==> src/rtl/bp_update_scheduler.sv <==
// Single-write-port scheduler for the predictor tables: clears after reset/flush, then arbitrates
// queued commit updates against fetch-side speculative increments. Stats: BP_SCHED_STATS_EN.
module bp_update_scheduler #(
  parameter int unsigned WIDTH   = 32,
  parameter int unsigned INDEX_W = 8,
  parameter int unsigned DEPTH   = 4
) (
  input  logic                         clk,
  input  logic                         rst,
  input  logic                         upd_valid_i,
  input  logic [WIDTH-1:0]             upd_pc_i,
  input  logic                         upd_taken_i,
  output logic                         upd_ready_o,
  input  logic                         spec_req_i,
  input  logic [WIDTH-1:0]             spec_pc_i,
  output logic                         spec_grant_o,
  input  logic                         flush_i,
  output logic                         tbl_we_o,
  output logic [INDEX_W-1:0]           tbl_idx_o,
  output logic [1:0]                   tbl_op_o,
  output logic                         busy_o,
  output logic [$clog2(DEPTH+1)-1:0]   pending_o,
  output logic [15:0]                  spec_stall_cnt_o
);

  localparam int unsigned PtrW = $clog2(DEPTH);
  localparam int unsigned CntW = $clog2(DEPTH + 1);

  localparam logic [1:0] OpClear      = 2'b00;
  localparam logic [1:0] OpSpecInc    = 2'b01;

  typedef enum logic [1:0] {StRstWait, StClear, StRun} state_e;

  state_e             state_q, state_d;
  logic [INDEX_W-1:0] clr_idx_q, clr_idx_d;
  logic [PtrW-1:0]    rd_ptr_q, rd_ptr_d, wr_ptr_q, wr_ptr_d;
  logic [CntW-1:0]    count_q, count_d;
  logic [INDEX_W:0]   mem_q [DEPTH];

  logic full, empty, push, pop, grant;
  logic unused_pc_hi;

  assign unused_pc_hi = ^{upd_pc_i[WIDTH-1:INDEX_W], spec_pc_i[WIDTH-1:INDEX_W]};

  assign full  = (count_q == CntW'(DEPTH));
  assign empty = (count_q == '0);

  always_comb begin
    state_d     = state_q;
    clr_idx_d   = clr_idx_q;
    tbl_we_o    = 1'b0;
    tbl_idx_o   = '0;
    tbl_op_o    = OpClear;
    grant       = 1'b0;
    pop         = 1'b0;
    upd_ready_o = 1'b0;
    busy_o      = 1'b1;
    unique case (state_q)
      StRstWait: state_d = StClear;
      StClear: begin
        tbl_we_o  = 1'b1;
        tbl_idx_o = clr_idx_q;
        clr_idx_d = clr_idx_q + 1'b1;
        if (flush_i) begin
          clr_idx_d = '0;
        end else if (&clr_idx_q) begin
          state_d = StRun;
        end
      end
      StRun: begin
        busy_o = 1'b0;
        if (flush_i) begin
          // Flush cycle performs no table write and accepts nothing.
          state_d   = StClear;
          clr_idx_d = '0;
        end else begin
          if (spec_req_i && !full) begin
            grant     = 1'b1;
            tbl_we_o  = 1'b1;
            tbl_op_o  = OpSpecInc;
            tbl_idx_o = spec_pc_i[INDEX_W-1:0];
          end else if (!empty) begin
            pop       = 1'b1;
            tbl_we_o  = 1'b1;
            tbl_op_o  = {1'b1, ~mem_q[rd_ptr_q][0]};
            tbl_idx_o = mem_q[rd_ptr_q][INDEX_W:1];
          end
          upd_ready_o = !full || pop;
        end
      end
      default: state_d = StRstWait;
    endcase
  end

  assign spec_grant_o = grant;
  assign push         = upd_valid_i && upd_ready_o;
  assign pending_o    = count_q;

  always_comb begin
    rd_ptr_d = rd_ptr_q;
    wr_ptr_d = wr_ptr_q;
    count_d  = count_q;
    if (state_q == StRun && flush_i) begin
      rd_ptr_d = '0;
      wr_ptr_d = '0;
      count_d  = '0;
    end else begin
      if (pop)  rd_ptr_d = rd_ptr_q + 1'b1;
      if (push) wr_ptr_d = wr_ptr_q + 1'b1;
      unique case ({push, pop})
        2'b10:   count_d = count_q + 1'b1;
        2'b01:   count_d = count_q - 1'b1;
        default: count_d = count_q;
      endcase
    end
  end

  always_ff @(posedge clk or negedge rst) begin
    if (!rst) begin
      state_q   <= StRstWait;
      clr_idx_q <= '0;
      rd_ptr_q  <= '0;
      wr_ptr_q  <= '0;
      count_q   <= '0;
    end else begin
      state_q   <= state_d;
      clr_idx_q <= clr_idx_d;
      rd_ptr_q  <= rd_ptr_d;
      wr_ptr_q  <= wr_ptr_d;
      count_q   <= count_d;
    end
  end

  // Storage needs no reset; occupancy alone defines which entries are live.
  always_ff @(posedge clk) begin
    if (push) begin
      mem_q[wr_ptr_q] <= {upd_pc_i[INDEX_W-1:0], upd_taken_i};
    end
  end

`ifdef BP_SCHED_STATS_EN
  logic [15:0] stall_q, stall_d;

  always_comb begin
    stall_d = stall_q;
    if (state_q == StRun && spec_req_i && !grant && stall_q != 16'hFFFF) begin
      stall_d = stall_q + 16'd1;
    end
  end

  always_ff @(posedge clk or negedge rst) begin
    if (!rst) begin
      stall_q <= '0;
    end else begin
      stall_q <= stall_d;
    end
  end

  assign spec_stall_cnt_o = stall_q;
`else
  assign spec_stall_cnt_o = '0;
`endif

endmodule

==> config.mk <==
export PLATFORM = sky130hd
export DESIGN_NAME = bp_update_scheduler
export DESIGN_NICKNAME = d
export VERILOG_FILES = /design/src/rtl/bp_update_scheduler.sv
export SDC_FILE = /design/constraint.sdc
export NUM_CORES = 1
export LEC_CHECK = 0
export BUFFER_PORTS_ARGS = -buffer_cell sky130_fd_sc_hd__buf_2
export CAP_MARGIN = 15
export CORE_MARGIN = 2
export CORE_UTILIZATION = 45
export DETAILED_ROUTE_END_ITERATION = 7
export PLACE_DENSITY = 0.74
export SKIP_LAST_GASP = 1
export SYNTH_ARGS = -nofsm -noshare
export SYNTH_HDL_FRONTEND = slang
export SYNTH_SLANG_ARGS = --single-unit
==> constraint.sdc <==
create_clock -name clk -period 3.9 [get_ports clk]
set_clock_uncertainty 0.05 [all_clocks]
set_input_delay 0.78 -clock clk [delete_from_list [all_inputs] [get_ports clk]]
set_output_delay 0.78 -clock clk [all_outputs]
set_load 0.005 [all_outputs]
Yosys cells after proc, flatten, opt, wreduce, memory -nomap -nowiden --
Memories as Yosys holds them, arrays and structs flattened. Index checks and enable logic that the tools add are counted.
Storage, ports and cells: memories kept 1, bits in writable memories 36, output and inout bits 33, register bits 17
Memories:
- mem_q | words 4, bits a word 9, read ports 1, clocked after memory_dff 0, write ports 1, line 38 | logic [INDEX_W:0] mem_q [DEPTH];
Operators by class: eq/ne operators 8, $add $sub $neg 5, mux-type cells 38, bitwise operators 1, reduce and logical (&&, ||, !) cells 14
Operator list (count):
- 8-bit two-way mux | 5
- 8-bit one-hot mux with 2 select lines | 2
- 2-bit two-way mux | 11
- 1-bit two-way mux | 16
- 8-bit by 1-bit adder with 8-bit output (second input constant) | 1
- 8-bit AND reduction | 1
- 2-bit != test (second input constant) | 3
- 2-bit one-hot mux with 3 select lines | 1
- 3-bit one-hot mux with 2 select lines | 1
- 2-bit nonzero test | 3
- 2-bit by 1-bit adder with 2-bit output (second input constant) | 2
- 2-bit by 1-bit == test with 1-bit output (second input constant) | 2
- 2-bit == test (second input constant) | 2
- 3-bit by 1-bit adder with 3-bit output (second input constant) | 1
- 3-bit == test (second input constant) | 1
- 1-bit logical AND | 3
- 3-bit zero test | 1
- 3-bit two-way mux | 1
- 3-bit AND reduction | 1
- 3-bit nonzero test | 1
- 3-bit by 1-bit subtractor with 3-bit output (second input constant) | 1
- 2-bit zero test | 1
- 1-bit one-hot mux with 2 select lines | 1
- 2-bit AND reduction | 1
- other kinds (3) | 3

Logic depth before layout (Yosys ltp) --
Gate-level depths: netlist of run 1.
word-level depth 13, gate-level depth with buffers 8, depth with buffers taken out 8

Least setup slack after synthesis of run 1 --
No wires, ideal clock.
path type input-to-output, from in flush_i, to out tbl_idx_o[7], arrival time 1.740 ns, required time 3.070 ns, slack 1.330 ns, cell stages on the path 4, cells stage by stage nand2b_1 -> nor3_2 -> a222oi_1 -> nor2b_1
Between the ends: cells in the longest elaborated chain, start to end 2
RTL lines:
- start, declared | line 17 | input logic flush_i,
- 8-bit two-way mux | line 72 | if (flush_i) begin
- 8-bit one-hot mux with 2 select lines | line 58 | unique case (state_q)
- end, declared | line 19 | output logic [INDEX_W-1:0] tbl_idx_o,
No other way between the ends.

Worst setup path in the final report of run 1 --
from in flush_i, to out tbl_idx_o[3]
Same word-level chain as after synthesis.

==> results of run 1 <==
==> through the flow <==
step | setup slack, ns | util | area, sq um | total power, W | hold slack (ns)
6_report | 0.7934 | 0.5135 | 3040 | 0.0009834 | 0.3237
5_1_grt | 0.6486 | 0.5135 | 3040 | 0.001025 | 0.3353
4_1_cts | 0.7898 | 0.5135 | 3040 | 0.0009913 | 0.3353
3_5_place_dp | 0.7926 | 0.4985 | 2952 | 0.0006859 | 0.5360
3_3_place_gp | 0.7889 | 0.4985 | 2952 | 0.0006842 | 0.5226
2_1_floorplan | 1.330 | - | 2815 | 0.0006671 | 0.4344
==> worst paths after layout <==
| path | from | to | slack, ns | cells after the start |
|---|---|---|---|---|
| worst max-delay path | flush_i | tbl_idx_o[3] | 0.79 | 7 |
| worst min-delay path | rst | state_q[0] | 0.32 | 1 |
| worst max register to register | state_q[0] | pending_o[2] | 1.72 | 8 |
| worst min register to register | state_q[1] | state_q[1] | 0.58 | 2 |
| max in group asynchronous | rst | clr_idx_q[1] | 3.20 | 1 |
| min in group clk | state_q[1] | state_q[1] | 0.58 | 2 |
==> worst max-delay path: stages <==
cell	delay (ns)
buf_2	0.28
nand2b_1	0.29
inv_2	0.13
and3_4	0.24
a222oi_1	0.33
nor2b_1	0.08
buf_2	0.13
==> metal layers <==
| layer | global-route usage | up-vias |
|---|---|---|
| met1 | 0.2106 | 894 |
| met5 | 0 | - |
| met3 | 0.03804 | 12 |
| met4 | 0.08500 | 0 |
| li1 | - | 861 |
| met2 | 0.2774 | 60 |
==> power by group through the flow <==
stage	logic [W]	registers [W]	clock network [W]
floorplan	0.0000433	0.000624	0
global placement	0.0000560	0.000628	0
detailed placement	0.0000573	0.000629	0
CTS	0.0000573	0.000616	0.000318
global route	0.0000650	0.000618	0.000342
finish	0.0000570	0.000616	0.000310
==> cell type report <==
type / count / area share
clock buffer: 5 / 0.02263
clock inverter: 3 / 0.006584
inverter: 9 / 0.01111
multi-input combinational: 142 / 0.3658
sequential: 53 / 0.4955
tap: 75 / 0.03086
timing repair buffer: 40 / 0.06749
==> flip-flops by register name, summed over array words and instances (netlist names) <==
name,flops
clr_idx_q,8
mem_q,36
pending_o,3
rd_ptr_q,2
state_q,2
wr_ptr_q,2
==> layout by cell type, fill, tap and decap left out, drive strengths merged, types with 2 or more instances in the layout <==
cell	instances
o21a	4
inv	10
nor2	6
nor3	6
a222oi	8
a21boi	2
mux2i	3
buf	40
o31a	2
conb	16
nand4	2
edfxtp	36
o22ai	2
dfrtp	17
mux4	9
mux2	3
and3	5
nand3	2
nand2	10
o21ai	13
a21oi	3
nor2b	14
ha	9
a22oi	2
clkbuf	5
nand2b	3
nor4	2
==> kinds of logic after synthesis <==
family,share of synthesized area
flip-flops,0.5460
buffers and inverters,0.07120
adder cells (fa/ha/maj),0.04807
AND/OR/NAND/NOR,0.1147
multiplexers,0.09660
AO/OA/AOI/OAI,0.1220
other,0.001359
==> flow_summary.yaml, run 1 <==
power:
  powerDensity_nw_per_um2: 323.5
  power_switching_w: 0.0002249
  internal-power_w: 0.0007585
  clkPwrFrac: 0.315
  cellLeakagePower_nw: 1.210
  part_of_the_total_power_dissipated_in_sequential_elements: 0.627
  vdd.ir_drop.worst_mv: 0.2621
  switching_share: 0.2287
  fraction_of_power_consumed_by_combinational_cells: 0.058
clock_tree:
  cts.hold.buffers_added: 0
  clkTransAtPathRegs_ns: 0.10
  cts_resized: 0
  postCtsSetupBuffers: 0
  cts.sink_count: 53
  h_tree_levels: 2
  cts_buffer_depth: 2
  cts_made_buffers: 5
  clkLatencyLatePin_ns: 0.31
  tritoncts: "done"
  cts.root.buffer_cell: "clkbuf_8"
critical_path:
  timing.setup.critical_path_class: "input port to output pin"
  path_max_fanout: 17
  critPathArrivalTime_ns: 2.28
  worst_setup_path_start_kind: "input port"
  cp-end-kind: "output pin"
  cp_data_required_time_ns: 3.07
synth:
  yosysSeqAreaShare: 0.5460
  synthMostInstantiatedCell: "edfxtp_1"
  synthCells: 214
  yosys_most_used_dff: "edfxtp_1"
  synth_area_per_cell_sq_um: 12.89
  synth-edff-count: 36
  yosys.cell_types.count: 49
  synth.ff_latch_count: 53
  ys.warnings.count: 0
  synth_common_cells: "edfxtp_1, dfrtp_1, buf_4"
  synthDominantAreaCellType: "edfxtp_1"
  mappedNetlistArea_sq_um: 2759
  ys_top_cells_by_area: "edfxtp_1, dfrtp_1, mux4_2"
  yosys.area.top_type_share: 0.3918
  synth_async_sr_flop_share: 0.3208
global_routing:
  number_of_antenna_violations_at_the_first_check_in_global_routing: 0
  globalRouteOverflowTotal: 0
  grt_start_max_net_pins: 23
  first_global_vias: 1692
  wire_length_of_the_first_global_routing_pass_um: 8224
  globalRouteTotalUtil: 0.1692
drt:
  vias_per_cell: 5.587
  routed_wire_length_per_instance_um: 16.17
  topRoutingLayerUsed: "met4"
  detail_route.wirelength.met1_um: 2247
  detailroute.wirelength.met3_um: 260
  routed-via-count: 1827
  number_of_iterations_in_the_first_detailed_routing_pass: 4
  met2_length_um: 2658
  initialDrtViolationCount: 175
  drcViolationCount: 0
  detail-route-antenna-nets: 0
  routed_wl_um: 5289
sta:
  setup_repair_after_global_routing_missed_its_margin: "false"
  setup-tns-final_ns: 0
  timing.final.crit_share: 0.7966
  final-hold-violation-count: 0
  fmax_mhz: 321.9
  min_period_ns: 3.107
  worst_slew_pin_slew_ns: 0.6365
  timing.final.setup_violations: 0
  finalMaxSlewViolations: 0
  relSlewSlack: 0.5756
placement:
  dp_cells: 319
  final_estimated_routing_congestion_in_global_placement: 0.7785
  post-dp-hpwl_um: 3756
  port_buffers: 38
floorplan:
  fp.dieArea_sq_um: 6773
  io_pins: 103
  design.core.area_sq_um: 5921
  floorplan.rows: 28
  initial_utilization: 0.4660
  die_h_um: 82.30
  dieWidth_um: 82.30
cells_and_area:
  final_cell_count_no_fill: 327
  final.fill_count: 513
  syn2layout_area_growth_pct: 10.20
  drive_gt1_frac: 0.2500
  multi_input_comb_area_sq_um: 1112
  design.final.nets: 331
  seqCellArea_sq_um: 1506
  antenna_cells: 0
run_status:
  outcome: "completed"
flow_run:
  max_cap_violations: 0
worst_hold_path:
  hold_path_class: "input port to asynchronous set/reset pin"
Power figures use the tool's default switching activity.
==> run 2, diff against run 1 <==
--- a/config.mk
+++ b/config.mk
@@ -5,12 +5,13 @@
 export SDC_FILE = /design/constraint.sdc
 export NUM_CORES = 1
 export LEC_CHECK = 0
+export ABC_AREA = 1
 export BUFFER_PORTS_ARGS = -buffer_cell sky130_fd_sc_hd__buf_2
 export CAP_MARGIN = 15
 export CORE_MARGIN = 2
 export CORE_UTILIZATION = 45
 export DETAILED_ROUTE_END_ITERATION = 7
-export PLACE_DENSITY = 0.74
+export PLACE_DENSITY = 0.76
 export SKIP_LAST_GASP = 1
 export SYNTH_ARGS = -nofsm -noshare
 export SYNTH_HDL_FRONTEND = slang
==> constraint.sdc (replaced) <==
create_clock -name clk -period 2.6 [get_ports clk]
set_clock_uncertainty 0.05 [all_clocks]
set_input_delay 0.52 -clock clk [delete_from_list [all_inputs] [get_ports clk]]
set_output_delay 0.52 -clock clk [all_outputs]
set_load 0.005 [all_outputs]
==> run 2 against run 1 <==
Compared with the run above:
- via count increased by 26%
- sequential share of layout area down 3.2 points
- sequential power grew 60%
- area after synthesis up 5.0%
- critical path type is now register to output pin
==> flow_summary.yaml, run 2 <==
synth:
  yosys.area.top_type_share: 0.3732
  ys_top_cells_by_area: "edfxtp_1, dfrtp_1, nand2_1"
  yosys_most_used_dff: "edfxtp_1"
  synth-edff-count: 36
  synthMostInstantiatedCell: "nand2_1"
  yosysSeqAreaShare: 0.5201
  synth_common_cells: "nand2_1, edfxtp_1, nor2_1"
  synthDominantAreaCellType: "edfxtp_1"
  synth_area_per_cell_sq_um: 8.519
  synth_async_sr_flop_share: 0.3208
  mappedNetlistArea_sq_um: 2897
  synthCells: 340
  ys.warnings.count: 0
  yosys.cell_types.count: 28
  synth.ff_latch_count: 53
drt:
  routed_wire_length_per_instance_um: 13.17
  detail-route-antenna-nets: 0
  initialDrtViolationCount: 143
  vias_per_cell: 4.996
  routed_wl_um: 6086
  number_of_iterations_in_the_first_detailed_routing_pass: 4
  drcViolationCount: 0
  routed-via-count: 2308
power:
  part_of_the_total_power_dissipated_in_sequential_elements: 0.527
  fraction_of_power_consumed_by_combinational_cells: 0.203
  vdd.ir_drop.worst_mv: 0.2596
  internal-power_w: 0.001284
  cellLeakagePower_nw: 1.564
  powerDensity_nw_per_um2: 574.6
  total_power_w: 0.001868
  clkPwrFrac: 0.270
  power_switching_w: 0.0005844
  switching_share: 0.3129
cells_and_area:
  final_cell_count_no_fill: 462
  largest_register_ffs: 36
  design.final.nets: 464
  register_with_the_most_flip_flops: "mem_q"
  drive_gt1_frac: 0.1844
  layout_common_cells: "nand2_1, buf_2, edfxtp_1, nor2_1, inv_1"
  utilization: 0.5178
  final_common_cell: "nand2_1"
  syn2layout_area_growth_pct: 12.22
  antenna_cells: 0
floorplan:
  dieWidth_um: 84.23
  initial_utilization: 0.4614
  design.core.area_sq_um: 6277
  die_h_um: 84.23
  floorplan.rows: 29
  io_pins: 103
  fp.dieArea_sq_um: 7095
global_routing:
  wire_length_of_the_first_global_routing_pass_um: 10090
  grt_start_max_net_pins: 21
  globalRouteTotalUtil: 0.1819
  first_global_vias: 2222
  number_of_antenna_violations_at_the_first_check_in_global_routing: 0
  globalRouteOverflowTotal: 0
critical_path:
  path_max_fanout: 5
  cp_cell_sequence: "inv_2 -> ha_4 -> inv_2 -> nor2_4 -> inv_2 -> nor2_4 -> nand2_1 -> nand2_1 -> nor2_1 -> nor2_1 -> buf_2"
  critical_path.slowest_cell: "dfrtp_1"
  cpPeakStageDelay_ns: 0.45
  critPathArrivalTime_ns: 1.92
  cp-end-kind: "output pin"
  cp_data_required_time_ns: 2.03
  timing.setup.critical_path_class: "register to output pin"
  worst_setup_path_start_kind: "register"
  critical-path-top-cell-by-count: "inv_2"
run_status:
  outcome: "completed"
sta:
  setup_repair_after_global_routing_missed_its_margin: "false"
  timing.final.setup_violations: 0
  final-hold-violation-count: 0
  timing.final.crit_share: 0.9570
  fmax_mhz: 401.9
  min_period_ns: 2.488
  setup-tns-final_ns: 0
  hold_ws_ns: 0.06836
  finalMaxSlewViolations: 0
clock_tree:
  cts.root.buffer_cell: "clkbuf_8"
  cts.sink_count: 53
  cts_made_buffers: 5
  cts_buffer_depth: 2
  clkTransAtPathRegs_ns: 0.10
  h_tree_levels: 2
  clkLatencyLatePin_ns: 0.31
  tritoncts: "done"
  cts.hold.buffers_added: 0
flow_run:
  max_cap_violations: 0
placement:
  port_buffers: 38
  dp_cells: 454
  final_estimated_routing_congestion_in_global_placement: 0.8574
  post-dp-hpwl_um: 4412
worst_hold_path:
  hold_path_class: "input port to asynchronous set/reset pin"
run 2: cell types whose count changed in the layout (fill, tap and decap cells not counted), sizes merged, moves of 5 or more:
cell,previous run,this run
a222oi,8,0
and3,5,0
buf,40,45
inv,10,39
mux4,9,0
nand2,10,114
nand3,2,23
nand4,2,7
nor2,6,40
nor2b,14,0
run 2: final timing paths:
path                            cells past startpoint   startpoint            to  slack (ns)
worst max-delay path                               11   state_q[0]  tbl_idx_o[2]        0.11
worst min-delay path                                1          rst    state_q[1]        0.07
worst min register to register                      2   state_q[0]    state_q[0]        0.57
min in group clk                                    1  upd_pc_i[0]   mem_q[2][1]        0.37
max in group asynchronous                           1          rst   rd_ptr_q[1]        2.12
worst max register to register                     14   state_q[0]  pending_o[2]        0.28
run 2: cells by family (layout without fill, tap and decap cells):
group,count (synthesis),count (layout),synth area share
AOI/OAI and AO/OA,23,23,0.04579
xor gates and xnor gates,2,2,0.006049
adders and majority gates,10,10,0.04579
buffers and inverters,64,94,0.1076
DFF,53,53,0.5201
other,1,16,0.001295
and+or+nand+nor,187,187,0.2734
run 2: through the flow:
stage | setup WS, ns | cell area [sq um]
finish | 0.1118 | 3251
global placement | 0.3183 | 3134
global route | 0.009385 | 3251
floorplan | 0.6239 | 2953
detailed placement | 0.2255 | 3134
CTS | 0.02271 | 3237
run 2: layout make-up:
class,instances,area [sq um]
fillers,577,3027
flip-flops and latches,53,1506
inverters,41,157.7
well taps,77,96.34
clock buffers,6,82.58
multi-input cells,238,1147
repair buffers,45,242.7
clock inverters,2,17.52
run 2: metal layers:
metal  global-route usage  vias up  share of wire  wire (um)
met5                    0        -              0          0
met4              0.08504        0          0.023        143
met3              0.03736       11          0.046        281
met2               0.3102       67           0.51       3127
met1               0.2210     1084           0.42       2533
li1                     -     1146              -          -
run 2: power groups by stage:
stage	clock (W)	sequential, W	combinational (W)
finish	0.000504	0.000985	0.000378
floorplan	0	0.000989	0.000273
detailed placement	0	0.00100	0.000369
global placement	0	0.000997	0.000352
global route	0.000547	0.000990	0.000424
CTS	0.000513	0.000981	0.000372
run 2: repair_timing:
action / in CTS / in global routing
setup endpoints to repair: 2 / 8
buffers inserted: 0 / 0
pin swaps: 0 / 2
gates resized for setup: 1 / 3
run 2: critical path, delay by kind of cell (launching register included):
family,cells,cell delay (ns)
flops,1,0.45
fa+ha+maj,1,0.17
simple gates,6,0.58
buf+inv,4,0.39
